### config.mk
export PLATFORM = sky130hd
export DESIGN_NAME = mem_port_arbiter
export DESIGN_NICKNAME = d
export VERILOG_FILES = /design/src/rtl/mem_port_arbiter.sv
export SDC_FILE = /design/constraint.sdc
export NUM_CORES = 1
export LEC_CHECK = 0
export ABC_CLOCK_PERIOD_IN_PS = 1400
export BUFFER_PORTS_ARGS = -buffer_cell sky130_fd_sc_hd__clkbuf_2
export CAP_MARGIN = 20
export CORE_UTILIZATION = 37
export CTS_CLUSTER_DIAMETER = 100
export DETAILED_ROUTE_END_ITERATION = 16
export PLACE_DENSITY = 0.71
export SETUP_SLACK_MARGIN = 0.4
export SYNTH_ARGS = -nofsm -noshare
export SYNTH_HDL_FRONTEND = slang
export SYNTH_SLANG_ARGS = --single-unit
### constraint.sdc
create_clock -name clk -period 1.4 [get_ports clk]
set_input_delay 0.07 -clock clk [delete_from_list [all_inputs] [get_ports clk]]
set_output_delay 0.07 -clock clk [all_outputs]
set_load 0.005 [all_outputs]
### src/rtl/mem_port_arbiter.sv
// Arbiter for the shared 32x16 memory port between instruction fetch (read-only) and execute (read/write).
// Define MEM_ARB_RR_EN for round-robin tie-breaking; otherwise EX wins every tie.
module mem_port_arbiter #(
   parameter int unsigned AW = 5,
   parameter int unsigned DW = 16
) (
   input  logic          clk,
   input  logic          rst,
   input  logic          if_req,
   input  logic [AW-1:0] if_addr,
   output logic          if_gnt,
   output logic          if_rvalid,
   output logic [DW-1:0] if_rdata,
   input  logic          ex_req,
   input  logic          ex_we,
   input  logic [AW-1:0] ex_addr,
   input  logic [DW-1:0] ex_wdata,
   output logic          ex_gnt,
   output logic          ex_rvalid,
   output logic [DW-1:0] ex_rdata,
   output logic          mem_en,
   output logic          mem_we,
   output logic [AW-1:0] mem_addr,
   output logic [DW-1:0] mem_wdata,
   input  logic [DW-1:0] mem_rdata,
   output logic [7:0]    stall_cnt
);

   localparam logic [7:0] STALL_MAX = 8'hFF;

   logic if_elig;
   logic ex_elig;
   logic tie_ex;
   logic grant_if;
   logic grant_ex;
   logic lost;

`ifdef MEM_ARB_RR_EN
   logic last_ex;

   // Remembers which requester was granted most recently; resets to EX so IF wins the first tie.
   always_ff @(posedge clk or negedge rst) begin
      if (!rst) begin
         last_ex <= 1'b1;
      end else if (grant_if || grant_ex) begin
         last_ex <= grant_ex;
      end
   end

   always_comb begin
      tie_ex = ~last_ex;
   end
`else
   always_comb begin
      tie_ex = 1'b1;
   end
`endif

   // A request whose grant is showing this cycle has already been served.
   always_comb begin
      if_elig  = if_req & ~if_gnt;
      ex_elig  = ex_req & ~ex_gnt;
      grant_ex = ex_elig & (~if_elig | tie_ex);
      grant_if = if_elig & ~grant_ex;
      lost     = if_elig & ex_elig;
   end

   always_ff @(posedge clk or negedge rst) begin
      if (!rst) begin
         if_gnt    <= 1'b0;
         ex_gnt    <= 1'b0;
         mem_en    <= 1'b0;
         mem_we    <= 1'b0;
         mem_addr  <= '0;
         mem_wdata <= '0;
         if_rvalid <= 1'b0;
         ex_rvalid <= 1'b0;
         stall_cnt <= '0;
      end else begin
         if_gnt <= grant_if;
         ex_gnt <= grant_ex;
         mem_en <= grant_if | grant_ex;
         mem_we <= grant_ex & ex_we;
         if (grant_ex) begin
            mem_addr  <= ex_addr;
            mem_wdata <= ex_wdata;
         end else if (grant_if) begin
            mem_addr <= if_addr;
         end
         // Read owner tag: the grant flags travel with the command one stage later.
         if_rvalid <= mem_en & ~mem_we & if_gnt;
         ex_rvalid <= mem_en & ~mem_we & ex_gnt;
         if (lost && (stall_cnt != STALL_MAX)) begin
            stall_cnt <= stall_cnt + 8'd1;
         end
      end
   end

   // Synchronous memory data is steered straight through to the owner.
   always_comb begin
      if_rdata = if_rvalid ? mem_rdata : '0;
      ex_rdata = ex_rvalid ? mem_rdata : '0;
   end

endmodule

==> results.toml <==
[outcome]
status = "finished, violations left"
violations = "negative setup slack"

[clock_network]
clockRootBuffer = "clkbuf_8"
cts.sinks = 35
clockBufferDepth = 2
clkSlewWorstSetupHoldPaths_ns = 0.07
clk-insertion-delay-late_ns = 0.29
cts_tree = "built"
cts_made_buffers = 5
htreeDepth = 2

[setup_path]
ff2ff_setup_slack_ns = -0.01
crit_required_ns = 1.57
r2r-end = "stall_cnt[5]$_DFFE_PN0P_"
endpoint_kind = "flip-flop"
crit_start = "ex_gnt$_DFF_PN0_"
rr_startpoint = "ex_gnt$_DFF_PN0_"
worst_setup_path_start_kind = "flip-flop"
critPathMaxFanout = 4
worst-r2r-cell-count = 3
critical_path_class = "reg2reg"
cp.arrival_ns = 1.58

[logic_synthesis]
synth_cell_type_count = 28
synth-adder-area-share_pct = 0.733
postSynthAreaPerCell_sq_um = 9.75
netlist_area_sq_mm = 0.00171
synth-compound-area-share_pct = 3.67
synthMuxAreaShare_pct = 6.23
netlist.area_leader.share_pct = 51.3
seq_area_frac_synth_pct = 51.3
ys_ff_latch = 35
synth_xor_xnor_area_share_pct = 1.03
yosys_warnings = 0
synth_top_family_by_area = "simple AND/OR/NAND/NOR gates"
synth_top_cell_by_area = "dfrtp_1"
syn_nets = 223
synthSimpleGateAreaFrac_pct = 33.7
synth.area.top_cells = "dfrtp_1 51%, nand2_1 13%, and2_1 12%"
syn_inst = 175

[timing]
worst-slew-pin-transition_ns = 0.474
fin_worst_skew_ns = 0.00576
final_hold_viol_count = 0
slew_headroom_pct = 68.4
timing.final.crit_share_pct = 101
fmax_mhz = 709
post-route-min-period_ns = 1.41
setup_viol = 1
grt_setup_unrepaired = "true"
layout_setup_ws_ns = -0.0103
drv_slew = 0

[routing]
drt_iter0_markers = 34
avgViaCountPerCell = 4.91
ant_nets = 0
drc_errors = 0
wl_per_cell_um = 15.2
vias = 1961
wl_mm = 6.08
firstDrtPassIters = 4

[final_layout]
design_area_sq_mm = 0.00357
syn_to_final_growth_pct = 109
finalNetCount = 394
drive_gt1_share_pct = 70.0
final_cell_mix = "81 x clkbuf_2, 52 x buf_6, 33 x and2_4, 30 x dfrtp_1, 29 x nand2_1"
antenna_cells = 0
nFillCells = 256
final_common_cell = "clkbuf_2"

[die]
coreArea_sq_mm = 0.00438
initial_core_util_pct = 38.9
die_h_um = 69.9
die_width_um = 69.9
ios = 114
rows = 24
die_area_sq_mm = 0.00489

[place]
dpl.hpwl_mm = 3.16
place_area_sq_mm = 0.00239
dp_slack_ns = 0.0271
finalWeightedCongestion = 0.873
portBuffers = 113

[grt]
overflow = 0
grt_usage_pct = 20.3
grt_max_degree = 30
grt_pass1_vias = 1772
antenna_found_initial = 0
grt_pass1_wl_mm = 7.72

[min_path]
worstHoldEndpoint = "mem_addr[2]$_DFFE_PN0P_"
min_path_cells = 3
worstHoldPathType = "in2reg"
min-delay-start = "ex_addr[2]"

[pwr]
p_seq_share_pct = 37.5
p_sw_uw = 1120
powerDensity_mw_per_mm2 = 1040
p_leak_uw = 0.00187
clkPwrFrac_pct = 26.3
pwr-share-comb_pct = 36.2
power.internal_uw = 2590
vdd_drop_max_v = 0.000698
sw_frac_of_total_pct = 30.2
power.total_uw = 3710

[flow_run]
max_cap_violations = 0
[repair_timing]
item | 4_1_cts | 5_1_grt
endpoints found under the hold margin | 37 | 0
hold buffers | 21 | 0
buffers inserted | 13 | 10
pin swaps | 15 | 27
resized for setup | 51 | 110
cloned | 0 | 5
setup endpoints to repair | 71 | 74
[kinds of logic (layout without fill, tap and decap cells)]
family / Yosys count / after routing
AO/OA/AOI/OAI: 10 / 10
XOR/XNOR: 2 / 2
adder cells (fa/ha/maj): 1 / 1
buffers and inverters: 10 / 182
flip-flops: 35 / 35
multiplexers: 10 / 10
AND/OR/NAND/NOR: 107 / 107
[metal layers]
layer | routed length [um] | share of wire [%] | up-vias | GRT usage, %
met4 | 182 | 3.0 | 0 | 8.00
met2 | 3240 | 53 | 103 | 38.2
met1 | 2170 | 36 | 933 | 20.0
met3 | 487 | 8.0 | 16 | 7.07
met5 | 0 | 0 | - | 0
li1 | - | - | 909 | -
[registers in the layout, summed over array words and instances, names as in the netlist]
signal and cells:
ex_gnt 1, ex_rvalid 1, if_gnt 1, if_rvalid 1, mem_addr 5, mem_en 1, mem_wdata 16, mem_we 1
stall_cnt 8
[cell usage after synthesis]
cell / n
clkbuf_1: 3
inv_1: 2
nor2_1: 1
nand2b_4: 1
o211ai_1: 1
o21ai_0: 1
o2111ai_1: 1
nand2b_1: 2
o21ai_1: 5
mux2i_1: 5
dfrtp_1: 35
ha_1: 1
mux2_1: 5
nand2_1: 57
and3b_1: 2
and4_1: 1
and4bb_4: 1
nand4_1: 3
buf_2: 3
and2_1: 33
nor3_1: 1
o21a_1: 1
buf_6: 2
o21ai_2: 1
nand3_1: 2
nor4_4: 2
xnor2_1: 2
and3_1: 1
[how the worst max path moves through the flow]
stage | end | depth (start not counted)
6_report | stall_cnt[5]$_DFFE_PN0P_ | 3
4_1_cts | stall_cnt[5]$_DFFE_PN0P_ | 3
3_3_place_gp | stall_cnt[5]$_DFFE_PN0P_ | 3
3_5_place_dp | stall_cnt[1]$_DFFE_PN0P_ | 4
5_1_grt | stall_cnt[6]$_DFFE_PN0P_ | 3
2_1_floorplan | stall_cnt[1]$_DFFE_PN0P_ | 4
[power by group through the flow]
stage               registers, uW  logic [uW]  clock network, uW
global placement             1350         713                  0
floorplan                    1360         322                  0
global route                 1420        1440               1040
CTS                          1340        1010                986
detailed placement           1350         738                  0
finish                       1390        1340                978
[stage by stage]
stage / std cells / setup TNS [ns] / hold WS [ns] / util (%)
after floorplan: 175 / -0.0158 / -0.226 / -
after detailed placement: 342 / 0 / 0.0474 / 54.5
after global routing: 399 / -0.107 / 0.0233 / 81.3
after global placement: 342 / 0 / 0.0417 / 54.5
after CTS: 384 / 0 / 0.00762 / 67.6
final: 399 / -0.0103 / 0.00471 / 81.3
[critical path: stages, from the launching register on]
cell,delay (ns)
dfrtp_1,0.41
and4bb_4,0.39
and4_1,0.20
mux2_4,0.30
[cell type report]
class | count | area (sq um) | share of cell area, %
repair inverters | 3 | 41.3 | 1.16
inverters | 2 | 20.0 | 0.561
flip-flops and latches | 35 | 882 | 24.7
clock buffers | 6 | 82.6 | 2.32
multi-input cells | 130 | 1050 | 29.4
clock inverters | 2 | 38.8 | 1.09
repair buffers | 169 | 1390 | 38.9
well taps | 52 | 65.1 | 1.82
Note: power is estimated with default switching activity, not from simulation.
